**src/rtl/overlap_pkg.sv**
```systemverilog
// Shared state encoding and sizing helpers for the overlap-add row sequencer.
package overlap_pkg;

  typedef enum logic [1:0] {
    IDLE,
    FEED,
    FLUSH,
    DRAIN
  } state_e;

  function automatic int out_len(input int input_width, input int kernel_width, input int stride);
    return (input_width - 1) * stride + kernel_width;
  endfunction

  // ceil((K-S)/S) reduces to floor((K-1)/S), which is also 0 whenever K <= S
  function automatic int flush_groups(input int kernel_width, input int stride);
    return (kernel_width - 1) / stride;
  endfunction

  function automatic int cnt_width(input int n);
    return (n > 1) ? $clog2(n) : 1;
  endfunction

endpackage

```
**src/rtl/overlap_seq_ctrl_if.sv**
```systemverilog
// Partial-product input, overlap-buffer port and output row stream of the sequencer.
interface overlap_seq_ctrl_if #(
  parameter int BIT_WIDTH = 8
);

  logic                 s_valid_i;
  logic                 s_ready_o;
  logic [BIT_WIDTH-1:0] s_data_i;
  logic                 buf_wr_en_o;
  logic [BIT_WIDTH-1:0] buf_data_o;
  logic [BIT_WIDTH-1:0] buf_data_i;
  logic                 m_valid_o;
  logic [BIT_WIDTH-1:0] m_data_o;
  logic                 m_last_o;

  modport master (
    input  s_valid_i, s_data_i, buf_data_i,
    output s_ready_o, buf_wr_en_o, buf_data_o, m_valid_o, m_data_o, m_last_o
  );

  modport slave (
    output s_valid_i, s_data_i, buf_data_i,
    input  s_ready_o, buf_wr_en_o, buf_data_o, m_valid_o, m_data_o, m_last_o
  );

endinterface

```
**src/rtl/overlap_tag_pipe.sv**
```systemverilog
// Three-stage delay line aligning emit tags with the overlap buffer read-back.
module overlap_tag_pipe #(
  parameter int BIT_WIDTH = 8
) (
  input  logic                 clk_i,
  input  logic                 rst_i,
  input  logic                 tag_i,
  input  logic                 last_i,
  input  logic [BIT_WIDTH-1:0] data_i,
  output logic                 valid_o,
  output logic                 last_o,
  output logic [BIT_WIDTH-1:0] data_o,
  output logic                 pending_o
);

  logic [1:0]           tag_sr_q, tag_sr_d;
  logic [1:0]           last_sr_q, last_sr_d;
  logic                 valid_q, valid_d;
  logic                 last_q, last_d;
  logic [BIT_WIDTH-1:0] data_q, data_d;

  // The third stage captures buffer data only for tagged slots so m_data stays 0 between outputs
  always_comb begin
    tag_sr_d  = {tag_sr_q[0], tag_i};
    last_sr_d = {last_sr_q[0], last_i & tag_i};
    valid_d   = tag_sr_q[1];
    last_d    = last_sr_q[1];
    data_d    = tag_sr_q[1] ? data_i : '0;
  end

  always_ff @(posedge clk_i) begin
    if (rst_i) begin
      tag_sr_q  <= '0;
      last_sr_q <= '0;
      valid_q   <= 1'b0;
      last_q    <= 1'b0;
      data_q    <= '0;
    end else begin
      tag_sr_q  <= tag_sr_d;
      last_sr_q <= last_sr_d;
      valid_q   <= valid_d;
      last_q    <= last_d;
      data_q    <= data_d;
    end
  end

  assign valid_o   = valid_q;
  assign last_o    = last_q;
  assign data_o    = data_q;
  assign pending_o = |tag_sr_q;

endmodule

```
**src/rtl/overlap_seq_ctrl.sv**
```systemverilog
// Row sequencer: feeds partial products into an external overlap-add buffer and
// emits each completed output sample once its last contributing tap is written.
module overlap_seq_ctrl
  import overlap_pkg::*;
#(
  parameter int BIT_WIDTH    = 8,
  parameter int INPUT_WIDTH  = 5,
  parameter int KERNEL_WIDTH = 5,
  parameter int STRIDE       = 2
) (
  input  logic               clk_i,
  input  logic               rst_i,
  input  logic               start_i,
  overlap_seq_ctrl_if.master bus,
  output logic               busy_o,
  output logic               done_o
);

  localparam int OUT_LEN      = out_len(INPUT_WIDTH, KERNEL_WIDTH, STRIDE);
  localparam int FLUSH_GROUPS = flush_groups(KERNEL_WIDTH, STRIDE);
  localparam int TAP_W        = cnt_width(KERNEL_WIDTH);
  localparam int PIX_W        = cnt_width((INPUT_WIDTH > FLUSH_GROUPS) ? INPUT_WIDTH : FLUSH_GROUPS);
  localparam int EMIT_W       = cnt_width(OUT_LEN + 1);

  localparam logic [TAP_W-1:0]  TAP_LAST  = TAP_W'(KERNEL_WIDTH - 1);
  localparam logic [PIX_W-1:0]  PIX_LAST  = PIX_W'(INPUT_WIDTH - 1);
  localparam logic [PIX_W-1:0]  GRP_LAST  = PIX_W'((FLUSH_GROUPS > 0) ? FLUSH_GROUPS - 1 : 0);
  localparam logic [EMIT_W-1:0] EMIT_MAX  = EMIT_W'(OUT_LEN);
  localparam logic [EMIT_W-1:0] EMIT_LAST = EMIT_W'(OUT_LEN - 1);
  localparam state_e            FEED_EXIT = (FLUSH_GROUPS > 0) ? FLUSH : DRAIN;

  state_e               state_q, state_d;
  logic [TAP_W-1:0]     tap_cnt_q, tap_cnt_d;
  logic [PIX_W-1:0]     pix_cnt_q, pix_cnt_d;
  logic [EMIT_W-1:0]    emit_cnt_q, emit_cnt_d;
  logic                 wr_en_q, wr_en_d;
  logic [BIT_WIDTH-1:0] wr_data_q, wr_data_d;
  logic                 tag_q, tag_d;
  logic                 last_q, last_d;
  logic                 issue;
  logic                 pipe_valid, pipe_last, pipe_pending;
  logic [BIT_WIDTH-1:0] pipe_data;

  always_comb begin
    state_d    = state_q;
    tap_cnt_d  = tap_cnt_q;
    pix_cnt_d  = pix_cnt_q;
    emit_cnt_d = emit_cnt_q;
    wr_en_d    = 1'b0;
    wr_data_d  = '0;
    tag_d      = 1'b0;
    last_d     = 1'b0;
    issue      = 1'b0;

    case (state_q)
      IDLE: begin
        if (start_i) begin
          state_d    = FEED;
          tap_cnt_d  = '0;
          pix_cnt_d  = '0;
          emit_cnt_d = '0;
        end
      end
      FEED: begin
        if (bus.s_valid_i) begin
          issue     = 1'b1;
          wr_data_d = bus.s_data_i;
          if (tap_cnt_q == TAP_LAST) begin
            tap_cnt_d = '0;
            if (pix_cnt_q == PIX_LAST) begin
              pix_cnt_d = '0;
              state_d   = FEED_EXIT;
            end else begin
              pix_cnt_d = pix_cnt_q + 1'b1;
            end
          end else begin
            tap_cnt_d = tap_cnt_q + 1'b1;
          end
        end
      end
      // pix_cnt doubles as the flush group counter; the writes carry zeros
      FLUSH: begin
        issue = 1'b1;
        if (tap_cnt_q == TAP_LAST) begin
          tap_cnt_d = '0;
          if (pix_cnt_q == GRP_LAST) begin
            pix_cnt_d = '0;
            state_d   = DRAIN;
          end else begin
            pix_cnt_d = pix_cnt_q + 1'b1;
          end
        end else begin
          tap_cnt_d = tap_cnt_q + 1'b1;
        end
      end
      DRAIN: begin
        if (!tag_q && !pipe_pending) begin
          state_d = IDLE;
        end
      end
      default: state_d = IDLE;
    endcase

    // A tap below STRIDE is the final contribution to its output sample
    if (issue) begin
      wr_en_d = 1'b1;
      tag_d   = (int'(tap_cnt_q) < STRIDE) && (emit_cnt_q < EMIT_MAX);
      last_d  = tag_d && (emit_cnt_q == EMIT_LAST);
      if (tag_d) begin
        emit_cnt_d = emit_cnt_q + 1'b1;
      end
    end
  end

  always_ff @(posedge clk_i) begin
    if (rst_i) begin
      state_q    <= IDLE;
      tap_cnt_q  <= '0;
      pix_cnt_q  <= '0;
      emit_cnt_q <= '0;
      wr_en_q    <= 1'b0;
      wr_data_q  <= '0;
      tag_q      <= 1'b0;
      last_q     <= 1'b0;
    end else begin
      state_q    <= state_d;
      tap_cnt_q  <= tap_cnt_d;
      pix_cnt_q  <= pix_cnt_d;
      emit_cnt_q <= emit_cnt_d;
      wr_en_q    <= wr_en_d;
      wr_data_q  <= wr_data_d;
      tag_q      <= tag_d;
      last_q     <= last_d;
    end
  end

  overlap_tag_pipe #(
    .BIT_WIDTH(BIT_WIDTH)
  ) u_tag_pipe (
    .clk_i    (clk_i),
    .rst_i    (rst_i),
    .tag_i    (tag_q),
    .last_i   (last_q),
    .data_i   (bus.buf_data_i),
    .valid_o  (pipe_valid),
    .last_o   (pipe_last),
    .data_o   (pipe_data),
    .pending_o(pipe_pending)
  );

  assign bus.s_ready_o   = (state_q == FEED);
  assign bus.buf_wr_en_o = wr_en_q;
  assign bus.buf_data_o  = wr_data_q;
  assign bus.m_valid_o   = pipe_valid;
  assign bus.m_last_o    = pipe_last;
  assign bus.m_data_o    = pipe_data;
  assign busy_o          = (state_q != IDLE);
  assign done_o          = pipe_last;

endmodule

```
**src/flat_wrapper.sv**
```systemverilog
// flat-port wrapper written by rule: the top's interface ports become plain ports
module overlap_seq_ctrl_flat import overlap_pkg::*;
#(
  parameter int BIT_WIDTH    = 8,
  parameter int INPUT_WIDTH  = 5,
  parameter int KERNEL_WIDTH = 5,
  parameter int STRIDE       = 2
)
  (clk_i, rst_i, start_i, busy_o, done_o, bus_s_valid_i, bus_s_data_i, bus_buf_data_i, bus_s_ready_o, bus_buf_wr_en_o, bus_buf_data_o, bus_m_valid_o, bus_m_data_o, bus_m_last_o);
  overlap_seq_ctrl_if #(.BIT_WIDTH(BIT_WIDTH)) bus_i ();
  input  logic clk_i;
  input  logic rst_i;
  input  logic start_i;
  output logic busy_o;
  output logic done_o;
  input wire logic [$bits(bus_i.s_valid_i)-1:0] bus_s_valid_i;
  input wire logic [$bits(bus_i.s_data_i)-1:0] bus_s_data_i;
  input wire logic [$bits(bus_i.buf_data_i)-1:0] bus_buf_data_i;
  output wire logic [$bits(bus_i.s_ready_o)-1:0] bus_s_ready_o;
  output wire logic [$bits(bus_i.buf_wr_en_o)-1:0] bus_buf_wr_en_o;
  output wire logic [$bits(bus_i.buf_data_o)-1:0] bus_buf_data_o;
  output wire logic [$bits(bus_i.m_valid_o)-1:0] bus_m_valid_o;
  output wire logic [$bits(bus_i.m_data_o)-1:0] bus_m_data_o;
  output wire logic [$bits(bus_i.m_last_o)-1:0] bus_m_last_o;
  assign bus_i.s_valid_i = bus_s_valid_i;
  assign bus_i.s_data_i = bus_s_data_i;
  assign bus_i.buf_data_i = bus_buf_data_i;
  assign bus_s_ready_o = bus_i.s_ready_o;
  assign bus_buf_wr_en_o = bus_i.buf_wr_en_o;
  assign bus_buf_data_o = bus_i.buf_data_o;
  assign bus_m_valid_o = bus_i.m_valid_o;
  assign bus_m_data_o = bus_i.m_data_o;
  assign bus_m_last_o = bus_i.m_last_o;
  overlap_seq_ctrl #(.BIT_WIDTH(BIT_WIDTH), .INPUT_WIDTH(INPUT_WIDTH), .KERNEL_WIDTH(KERNEL_WIDTH), .STRIDE(STRIDE)) u_core (.clk_i(clk_i), .rst_i(rst_i), .start_i(start_i), .bus(bus_i), .busy_o(busy_o), .done_o(done_o));
endmodule
```
**config.mk**
```make
export PLATFORM = sky130hd
export DESIGN_NAME = overlap_seq_ctrl_flat
export DESIGN_NICKNAME = d
export VERILOG_FILES = /design/src/rtl/overlap_pkg.sv /design/src/rtl/overlap_seq_ctrl_if.sv /design/src/rtl/overlap_tag_pipe.sv /design/src/rtl/overlap_seq_ctrl.sv /design/src/flat_wrapper.sv
export SDC_FILE = /design/constraint.sdc
export NUM_CORES = 1
export LEC_CHECK = 0
export ABC_AREA = 1
export ABC_CLOCK_PERIOD_IN_PS = 1870
export CORE_ASPECT_RATIO = 2
export CORE_MARGIN = 2
export CORE_UTILIZATION = 45
export DETAILED_ROUTE_END_ITERATION = 10
export PLACE_DENSITY = 0.73
export REMOVE_ABC_BUFFERS = 1
export SLEW_MARGIN = 20
export SYNTH_ARGS = -nofsm -noshare
export SYNTH_HDL_FRONTEND = slang
export SYNTH_HIERARCHICAL = 1
export SYNTH_SLANG_ARGS = --single-unit
```
**constraint.sdc**
```tcl
create_clock -name clk_i -period 1.87 [get_ports clk_i]
set_input_delay 0.4675 -clock clk_i [delete_from_list [all_inputs] [get_ports clk_i]]
set_output_delay 0.4675 -clock clk_i [all_outputs]
set_load 0.05 [all_outputs]
```
==> results of run 1 <==
[routing by layer]
layer / global-route usage (%) / vias to the layer above / share of wire [%] / wire [um]
met5: 0 / - / 0 / 0
met1: 15.37 / 634 / 34 / 1098
li1: - / 720 / - / -
met2: 33.21 / 39 / 59 / 1893
met4: 12.73 / 0 / 2.6 / 85
met3: 5.102 / 6 / 4.5 / 145
[worst paths after layout]
path / from / slack [ns] / end
max: u_core/state_q[0]$_SDFFE_PP0P_ / 0.19 / bus_s_ready_o
min reg2reg: u_core/u_tag_pipe/last_sr_q[1]$_SDFF_PP0_ / 0.42 / u_core/u_tag_pipe/last_o$_SDFF_PP0_
max reg2reg: u_core/state_q[0]$_SDFFE_PP0P_ / 0.30 / u_core/pix_cnt_q[0]$_SDFFE_PP0P_
min: u_core/u_tag_pipe/last_sr_q[1]$_SDFF_PP0_ / 0.42 / u_core/u_tag_pipe/last_o$_SDFF_PP0_
[metrics by stage]
step / hold slack, ns / power [uW]
2_1_floorplan: 0.3883 / 1541
3_3_place_gp: 0.4051 / 1854
3_5_place_dp: 0.4041 / 1868
4_1_cts: 0.4158 / 2404
5_1_grt: 0.4410 / 2541
6_report: 0.4180 / 2370
[layout make-up]
class,instances,share of cell area [%]
timing repair buffer,44,18.72
tap,48,2.791
clock inverter,3,0.8140
clock buffer,5,3.198
sequential,37,34.42
inverter,49,8.547
multi-input combinational,124,31.51
[state kept, by name (all words and copies together), names as in the netlist]
signal	count
u_core/tap_cnt_q	3
u_core/pix_cnt_q	3
u_core/u_tag_pipe/tag_sr_q	2
u_core/u_tag_pipe/last_sr_q	2
u_core/u_tag_pipe/last_o	1
u_core/u_tag_pipe/valid_o	1
u_core/bus.buf_wr_en_o	1
u_core/last_q	1
u_core/state_q	2
u_core/emit_cnt_q	4
u_core/u_tag_pipe/data_o	8
u_core/bus.buf_data_o	8
u_core/tag_q	1
[logic make-up (layout without fill, tap and decap cells)]
logic type | after synthesis | in the layout | share of synthesized area [%]
DFF | 37 | 37 | 45.78
adders and majority gates | 14 | 14 | 10.83
and+or+nand+nor | 93 | 93 | 25.14
AOI/OAI and AO/OA | 16 | 16 | 5.414
buffers and inverters | 51 | 101 | 12.30
xor gates and xnor gates | 1 | 1 | 0.5415
[cells in the final DEF, fill, tap and decap left out, drive strengths merged, types with 2 or more instances in the layout]
cell type / synthesis / routed
inv: 49 / 49
nor2: 42 / 42
dfxtp: 37 / 37
nand2: 37 / 37
buf: 2 / 25
clkdlybuf4s50: 0 / 19
ha: 14 / 14
nand3: 9 / 9
a21oi: 9 / 9
o21ai: 7 / 7
clkbuf: 0 / 5
clkinv: 0 / 2
[worst max-delay path, delay by kind of cell, from the launching register on]
kind,cells,cell delay (ns)
adders and majority gates,1,0.29
buffers and inverters,2,0.31
DFF,1,0.33
[where the power goes]
part	internal [uW]	total, uW	switching, uW
registers	858	904	46.8
logic	356	935	579
clock network	257	531	274
total	1470	2370	899
==> reports/summary.txt, run 1 <==
================================================================================
Result of the run                                                      completed
Clock sink total                                                              37
Total congestion overflow                                                      0
Cell taking the most area after synthesis                           sky130_fd_sc_hd__dfxtp_1
Setup repair after global routing missed its margin                        false
Clock-pin slew on the worst setup and hold paths                         0.08 ns
Final setup violation count                                                    0
Seq/Total Area, Yosys                                                     45.78%
Layout Utilization                                                        63.00%
Distinct cell type count after synthesis                                      21
Maximum level of the CTS H-tree                                                2
Number of hold-repair buffers added at the cts stage                           0
Reported max-cap violation count                                               0
Wire per inst                                                           10.40 um
I/O pins                                                                      42
P&R area growth vs syn                                                    33.02%
Placed cell area                                                       2066 um^2
Vias after detailed routing                                                 1399
DR vias/cell                                                               4.513
Cell with the most instances after synthesis                        sky130_fd_sc_hd__inv_1
Post-Route Skew                                                      0.008711 ns
Worst rel slew slack                                                      77.55%
Maximum operating frequency                                           0.5942 GHz
Slew @ Worst Pin                                                       0.3364 ns
Horiz. Die Dim                                                          46.40 um
Worst min path class                                                flop to flop
Global-route usage over all layers                                        18.14%
FILL cells                                                                   338
Delay of the slowest cell on the worst path                              0.33 ns
Flip-flop and latch count after synthesis                                     37
Net count reported at finish                                                 295
Register Area                                                         740.7 um^2
Maximum number of pins on one net before global-route repair                  13
Area of the mapped netlist                                             1618 um^2
Minimum setup slack after placement                                   0.06473 ns
Data arrival at the endpoint of the critical path                        1.22 ns
Number of instances in the synthesized netlist                               212
Nature of the critical path endpoint                                 output port
Fraction of post-synthesis cell area in the top cell type by area         45.78%
Primary FF master, synth                                            sky130_fd_sc_hd__dfxtp_1
LEAKAGE                                                              0.001099 uW
Later-pin clock latency in the skew report                               0.28 ns
Required time at the endpoint of the critical path                       1.40 ns
Drc violations                                                                 0
Count of input and output buffers                                             41
Top cells by area in the synthesized netlist                        sky130_fd_sc_hd__dfxtp_1 (46%), sky130_fd_sc_hd__ha_1 (11%), sky130_fd_sc_hd__inv_1 (10%)
Initial core utilization                                                  47.36%
Worst path cell trace                                               buf_4 > ha_1 > buf_12
Count of flip-flops with a built-in enable after synthesis                     0
Buffers from clock root to sink, at most                                       2
Hold Violations, Final                                                         0
Final Wtd Congestion                                                      0.8227
Number of antenna violations at the first check in global routing              0
Category of the most critical setup path                            flop to output port
Clock tree from TritonCTS                                                  built
Worst Setup Start Kind                                                      flop
Hold path cells                                                                2
Vias in the first global route                                              1331
Std cell rows                                                                 30
Proportion of layout cells with a drive suffix above 1                    18.70%
Post-route cell area                                                   2152 um^2
Worst vdd ir                                                           0.7773 mV
Share of async-settable or async-resettable flops after synthesis             0%
Die area                                                               4120 um^2
Count of yosys warnings during synthesis                                       6
Setup_tns                                                                   0 ns
Core footprint                                                         3416 um^2
Number of routed nets with antenna violations                                  0
Crit Path Max Fanout                                                           5
Global-route wire length before repair                                   5278 um
TritonRoute pass-1 iters                                                       5
Number of CTS-inserted buffers                                                 5
First DRT Iteration DRCs                                                      21
Commonest cells post-synth                                          sky130_fd_sc_hd__inv_1 (44), sky130_fd_sc_hd__nor2_1 (41), sky130_fd_sc_hd__dfxtp_1 (37)
Final routed wirelength across all metal layers                          3223 um
Minimum setup slack in the final design                                0.1869 ns
Final cycle utilization of the critical path                              90.00%
Power Density                                                       1101 nW/um^2
Cell Count Post-Placement                                                    302
Multi-input gate area                                                 678.2 um^2
Post-CTS setup buffer count                                                    0
Dpl hpwl                                                                 2634 um
Root buf cell                                                       sky130_fd_sc_hd__clkbuf_8
Number of gates resized after CTS                                              0
Die Y-Extent                                                            88.80 um
Final Slew Violations                                                          0
Post-route non-filler standard cell count                                    310
Synthesized area per cell                                             7.631 um^2
Critical path's slowest cell                                        sky130_fd_sc_hd__dfxtp_1
Number of diodes added for antenna fixing                                      0
Depth of the most critical reg-to-reg path                                     8
Time the final worst path needs with I/O delays and setup               1.683 ns
================================================================================
(Power assumes the default switching activity.)
==> run 2: changes to the inputs <==
- ABC_CLOCK_PERIOD_IN_PS: 1870 -> 2000
- clock period: 1.87 -> 2 ns (I/O delays scaled with it)
==> reports/summary.txt, run 2 (synthesis gave the netlist of run 1 again) <==
================================================================================
Result of the run                                                      completed   unchanged
Total congestion overflow                                                      0   unchanged
Number of CTS-inserted buffers                                                 5   unchanged
Die Y-Extent                                                            88.80 um   unchanged
Hold path cells                                                                2   unchanged
Number of antenna violations at the first check in global routing              0   unchanged
Clock-pin slew on the worst setup and hold paths                         0.07 ns   was 0.08 ns
Category of the most critical setup path                            flop to output port   unchanged
Count of buffer and inverter cells on the critical path                        1   was 2
Proportion of layout cells with a drive suffix above 1                    10.73%   was 18.70%
Delay of the slowest cell on the worst path                              0.80 ns   was 0.33 ns
P&R area growth vs syn                                                    35.27%   was 33.02%
Number of gates resized after CTS                                              0   unchanged
Minimum setup slack after placement                                    0.1986 ns   was 0.06473 ns
Worst vdd ir                                                            1.076 mV   was 0.7773 mV
Horiz. Die Dim                                                          46.40 um   unchanged
Wire per inst                                                           10.03 um   was 10.40 um
Commonest non-fill, non-tap cell in the layout                      sky130_fd_sc_hd__inv_1   unchanged
Final Wtd Congestion                                                      0.7340   was 0.8227
FILL cells                                                                   305   was 338
Critical register-to-register path endpoint                         u_core/emit_cnt_q[0]$_SDFF_PP0_   was u_core/pix_cnt_q[0]$_SDFFE_PP0P_
Net count reported at finish                                                 294   was 295
Post-Route Skew                                                      0.005633 ns   was 0.008711 ns
Family with the most delay on the worst path                        buffers and inverters   was flip-flops
Clock tree from TritonCTS                                                  built   unchanged
Final Slew Violations                                                          0   unchanged
Vias after detailed routing                                                 1351   was 1399
Slew @ Worst Pin                                                       0.5079 ns   was 0.3364 ns
LEAKAGE                                                              0.001056 uW   was 0.001099 uW
Time the final worst path needs with I/O delays and setup               1.925 ns
Post-CTS setup buffer count                                                    0   unchanged
End of the worst hold path                                          u_core/u_tag_pipe/last_sr_q[1]$_SDFF_PP0_   was u_core/u_tag_pipe/last_o$_SDFF_PP0_
Critical path's slowest cell                                        sky130_fd_sc_hd__clkdlybuf4s50_1   was sky130_fd_sc_hd__dfxtp_1
Maximum operating frequency                                           0.5195 GHz
Global routing usage on met2                                              34.47%   was 33.21%
Root buf cell                                                       sky130_fd_sc_hd__clkbuf_8   unchanged
Required time at the endpoint of the critical path                       1.50 ns   was 1.40 ns
Core footprint                                                         3416 um^2   unchanged
Crit Path Max Fanout                                                           2   was 5
First DRT Iteration DRCs                                                      24   was 21
Power Density                                                       1001 nW/um^2   was 1101 nW/um^2
Final cycle utilization of the critical path                              96.24%
Overall Power                                                            2191 uW   was 2370 uW
Vias in the first global route                                              1267   was 1331
Number of hold-repair buffers added at the cts stage                           0   unchanged
Worst path cell trace                                               clkdlybuf4s50_1   was buf_4 > ha_1 > buf_12
Setup repair after global routing missed its margin                        false   unchanged
Global Route met3 Usage                                                   3.878%   was 5.102%
Post-route non-filler standard cell count                                    309   was 310
Initial core utilization                                                  47.36%   unchanged
Clock sink total                                                              37   unchanged
Cell Count Post-Placement                                                    301   was 302
Global-route usage over all layers                                        17.84%   was 18.14%
I/O pins                                                                      42   unchanged
DR vias/cell                                                               4.372   was 4.513
Nature of the critical path endpoint                                 output port   unchanged
Most utilized layer in the global route result                              met2   unchanged
Global-route wire length before repair                                   5106 um   was 5278 um
Drc violations                                                                 0   unchanged
Later-pin clock latency in the skew report                               0.29 ns   was 0.28 ns
Worst min path class                                                flop to flop   unchanged
Maximum number of pins on one net before global-route repair                  12   was 13
Start of the worst register-to-register path                        u_core/state_q[1]$_SDFFE_PP0P_   was u_core/state_q[0]$_SDFFE_PP0P_
Dpl hpwl                                                                 2570 um   was 2634 um
Hold wc startpoint                                                  u_core/u_tag_pipe/last_sr_q[0]$_SDFF_PP0_   was u_core/u_tag_pipe/last_sr_q[1]$_SDFF_PP0_
Worst rel slew slack                                                      66.03%   was 77.55%
Std cell rows                                                                 30   unchanged
Count of input and output buffers                                             41   unchanged
Maximum level of the CTS H-tree                                                2   unchanged
Most used cells in the layout excluding fill and tap cells          sky130_fd_sc_hd__inv_1 (44), sky130_fd_sc_hd__nor2_1 (41), sky130_fd_sc_hd__clkdlybuf4s50_1 (38)   was sky130_fd_sc_hd__inv_1 (44), sky130_fd_sc_hd__nor2_1 (41), sky130_fd_sc_hd__dfxtp_1 (37)
Final setup violation count                                                    0   unchanged
Hold Violations, Final                                                         0   unchanged
Buffers from clock root to sink, at most                                       2   unchanged
Setup_tns                                                                   0 ns   unchanged
Data arrival at the endpoint of the critical path                        1.42 ns   was 1.22 ns
Number of diodes added for antenna fixing                                      0   unchanged
Die area                                                               4120 um^2   unchanged
Reported max-cap violation count                                               0   unchanged
Register Area                                                         740.7 um^2   unchanged
Worst Setup Start Kind                                                      flop   unchanged
Depth of the most critical reg-to-reg path                                     7   was 8
Register-to-Register Setup Slack                                         0.36 ns   was 0.30 ns
Multi-input gate area                                                 678.2 um^2   unchanged
Final routed wirelength across all metal layers                          3099 um   was 3223 um
TritonRoute pass-1 iters                                                       5   unchanged
Met1 Usage GRT                                                            14.76%   was 15.37%
Minimum setup slack in the final design                               0.07513 ns   was 0.1869 ns
Number of routed nets with antenna violations                                  0   unchanged
================================================================================
[run 2: cell count changes in the layout (fill, tap and decap cells not counted)]
| cell | delta |
|---|---|
| sky130_fd_sc_hd__buf_4 | -20 |
| sky130_fd_sc_hd__clkbuf_1 | +1 |
| sky130_fd_sc_hd__clkdlybuf4s50_1 | +19 |
| sky130_fd_sc_hd__clkinvlp_4 | -1 |
[run 2: how the worst max path moves through the flow]
| stage | slack (ns) | end | cells after the start | start |
|---|---|---|---|---|
| 6_report | 0.08 | bus_m_last_o | 1 | u_core/u_tag_pipe/last_o$_SDFF_PP0_ |
| 5_1_grt | 0.03 | done_o | 1 | u_core/u_tag_pipe/last_o$_SDFF_PP0_ |
| 4_1_cts | 0.06 | bus_m_last_o | 1 | u_core/u_tag_pipe/last_o$_SDFF_PP0_ |
| 3_5_place_dp | 0.20 | u_core/pix_cnt_q[0]$_SDFFE_PP0P_ | 8 | bus_s_valid_i |
| 3_3_place_gp | 0.20 | u_core/pix_cnt_q[0]$_SDFFE_PP0P_ | 8 | bus_s_valid_i |
| 2_1_floorplan | 0.34 | u_core/tap_cnt_q[2]$_SDFFE_PP0P_ | 9 | u_core/state_q[1]$_SDFFE_PP0P_ |
[run 2: final cells by class]
class / instances / area share, %
clock buffer: 6 / 3.316
clock inverter: 2 / 0.4574
inverter: 49 / 8.405
multi-input combinational: 124 / 30.99
sequential: 37 / 33.85
tap: 48 / 2.744
timing repair buffer: 43 / 20.24
[run 2: metal layers]
metal / up-vias / wire length [um]
li1: 713 / -
met5: - / 0
met2: 32 / 1882
met1: 599 / 1001
met4: 0 / 87
met3: 7 / 127
[run 2: metrics by stage]
stage	hold WS, ns	util, %	area [um^2]
global route	0.4422	64.07	2188
floorplan	0.3883	-	1603
finish	0.4079	64.07	2188
CTS	0.4126	64.07	2188
global placement	0.4032	61.65	2106
detailed placement	0.4027	61.65	2106
[run 2: where the power goes]
part           internal [uW]  total [uW]  switching (uW)
registers                802         850            47.6
clock network            241         485             244
logic                    329         856             527
total                   1370        2190             819
==> run 3: changes to the inputs <==
- ABC_CLOCK_PERIOD_IN_PS: 2000 -> 2310
- CAP_MARGIN: not set -> 20
- RECOVER_POWER: not set -> 25
- clock period: 2 -> 2.31 ns (I/O delays scaled with it)
==> reports/summary.txt, run 3 (synthesis gave the netlist of run 1 again) <==
================================================================================
Die area                                                               4120 um^2   unchanged
Final setup violation count                                                    0   unchanged
Most used cells in the layout excluding fill and tap cells          sky130_fd_sc_hd__inv_1 (44), sky130_fd_sc_hd__nor2_1 (41), sky130_fd_sc_hd__clkdlybuf4s50_1 (38)   unchanged
Reported max-cap violation count                                               0   unchanged
Root buf cell                                                       sky130_fd_sc_hd__clkbuf_8   unchanged
Clock tree from TritonCTS                                                  built   unchanged
Worst min path class                                                flop to flop   unchanged
Core footprint                                                         3416 um^2   unchanged
Wire per inst                                                           10.29 um   was 10.03 um
Proportion of layout cells with a drive suffix above 1                    9.231%   was 10.73%
Portion of total power attributed to sequential cells                      40.0%   was 38.8%
Critical path's slowest cell                                        sky130_fd_sc_hd__clkdlybuf4s50_1   unchanged
Worst vdd ir                                                           0.7036 mV   was 1.076 mV
Count of buffer and inverter cells on the critical path                        1   unchanged
Total congestion overflow                                                      0   unchanged
TritonRoute pass-1 iters                                                       4   was 5
Net count reported at finish                                                 293   was 294
Crit Path Max Fanout                                                           2   unchanged
Hold Violations, Final                                                         0   unchanged
Number of gates resized after CTS                                              0   unchanged
Buffers from clock root to sink, at most                                       2   unchanged
Power Internal                                                           1143 uW   was 1373 uW
Delay of the slowest cell on the worst path                              0.83 ns   was 0.80 ns
Global-route usage over all layers                                        17.99%   was 17.84%
Number of hold-repair buffers added at the cts stage                           0   unchanged
Placed cell area                                                       2076 um^2   was 2106 um^2
DR vias/cell                                                               4.367   was 4.372
Number of antenna violations at the first check in global routing              0   unchanged
I/O pins                                                                      42   unchanged
Nature of the critical path endpoint                                 output port   unchanged
Part of the power in the clock network                                     23.3%   was 22.1%
Time the final worst path needs with I/O delays and setup               2.051 ns
Final Wtd Congestion                                                      0.7955   was 0.7340
Part of the total power dissipated in combinational logic                  36.7%   was 39.1%
Clock sink total                                                              37   unchanged
Number of routed nets with antenna violations                                  0   unchanged
Result of the run                                                      completed   unchanged
Required time at the endpoint of the critical path                       1.73 ns   was 1.50 ns
Post-Route Skew                                                      0.007149 ns   was 0.005633 ns
Vias after detailed routing                                                 1345   was 1351
Family with the most delay on the worst path                        buffers and inverters   unchanged
Setup repair after global routing missed its margin                        false   unchanged
Worst Setup Start Kind                                                      flop   unchanged
Global-route wire length before repair                                   5202 um   was 5106 um
Number of CTS-inserted buffers                                                 5   unchanged
Vias in the first global route                                              1243   was 1267
Final Slew Violations                                                          0   unchanged
Horiz. Die Dim                                                          46.40 um   unchanged
Register-to-Register Setup Slack                                         0.64 ns   was 0.36 ns
Post-CTS setup buffer count                                                    0   unchanged
Net switching component of the power                                    714.5 uW   was 818.5 uW
Slew @ Worst Pin                                                       0.5287 ns   was 0.5079 ns
Setup_tns                                                                   0 ns   unchanged
Count of input and output buffers                                             41   unchanged
Worst path cell trace                                               clkdlybuf4s50_1   unchanged
Dpl hpwl                                                                 2482 um   was 2570 um
Final routed wirelength across all metal layers                          3168 um   was 3099 um
Data arrival at the endpoint of the critical path                        1.47 ns   was 1.42 ns
Drc violations                                                                 0   unchanged
Later-pin clock latency in the skew report                               0.29 ns   about the same
Maximum level of the CTS H-tree                                                2   unchanged
Clock-pin slew on the worst setup and hold paths                         0.07 ns   about the same
Number of diodes added for antenna fixing                                      0   unchanged
Initial core utilization                                                  47.36%   unchanged
Final cycle utilization of the critical path                              88.78%
Power Density                                                       863.4 nW/um^2   was 1001 nW/um^2
First DRT Iteration DRCs                                                      32   was 24
Worst rel slew slack                                                      64.64%   was 66.03%
P&R area growth vs syn                                                    32.95%   was 35.27%
Post-route cell area                                                   2151 um^2   was 2188 um^2
Die Y-Extent                                                            88.80 um   unchanged
Sw frac                                                                   38.48%   was 37.36%
Maximum operating frequency                                           0.4876 GHz
Maximum number of pins on one net before global-route repair                  13   was 12
Commonest non-fill, non-tap cell in the layout                      sky130_fd_sc_hd__inv_1   unchanged
Category of the most critical setup path                            flop to output port   unchanged
Std cell rows                                                                 30   unchanged
LEAKAGE                                                              0.001025 uW   was 0.001056 uW
================================================================================
run 3: cell types whose count changed in the layout (fill, tap and decap cells not counted):
| cell | previous run | this run |
|---|---|---|
| sky130_fd_sc_hd__nand2_1 | 32 | 33 |
| sky130_fd_sc_hd__buf_12 | 2 | 0 |
| sky130_fd_sc_hd__dlygate4sd3_1 | 0 | 1 |
| sky130_fd_sc_hd__nand2_4 | 1 | 0 |
| sky130_fd_sc_hd__buf_4 | 3 | 2 |
| sky130_fd_sc_hd__inv_2 | 5 | 4 |
| sky130_fd_sc_hd__clkinvlp_4 | 0 | 1 |
| sky130_fd_sc_hd__clkinv_1 | 0 | 1 |
run 3: layout make-up:
class | count | area [um^2]
clock buffer | 5 | 68.82
multi-input combinational | 124 | 670.6
tap | 48 | 60.06
clock inverter | 3 | 17.52
timing repair buffer | 42 | 409.1
inverter | 49 | 183.9
fill | 319 | 1265
sequential | 37 | 740.7
run 3: worst paths after layout:
path                                                           startpoint                                  end  depth (start not counted)
worst max register to register             u_core/state_q[0]$_SDFFE_PP0P_      u_core/emit_cnt_q[1]$_SDFF_PP0_                         10
worst min-delay path            u_core/u_tag_pipe/last_sr_q[1]$_SDFF_PP0_  u_core/u_tag_pipe/last_o$_SDFF_PP0_                          2
worst min register to register  u_core/u_tag_pipe/last_sr_q[1]$_SDFF_PP0_  u_core/u_tag_pipe/last_o$_SDFF_PP0_                          2
worst max-delay path                  u_core/u_tag_pipe/last_o$_SDFF_PP0_                         bus_m_last_o                          1
run 3: layer usage:
| metal | GRT usage, % | wire, um | share of wire, % |
|---|---|---|---|
| met1 | 17.17 | 1158 | 37 |
| met2 | 32.20 | 1785 | 56 |
| met3 | 4.490 | 129 | 4.1 |
| met4 | 10.91 | 94 | 3.0 |
| met5 | 0 | 0 | 0 |
run 3: power groups by stage:
stage	Combinational, uW	Sequential [uW]	Clock (uW)
after floorplan	450	798	0
after CTS	686	743	448
after detailed placement	683	758	0
after global placement	679	758	0
after global routing	756	753	474
final	682	742	433
run 3: metrics by stage:
stage	power (uW)	utilization [%]	std cells	setup WS [ns]	hold slack [ns]
global route	1983	62.97	308	0.2083	0.4433
finish	1857	62.97	308	0.2592	0.4162
CTS	1876	63.30	308	0.2292	0.4181
global placement	1436	60.77	300	0.4559	0.3943
floorplan	1248	-	210	0.6473	0.3883
detailed placement	1440	60.77	300	0.4548	0.4056
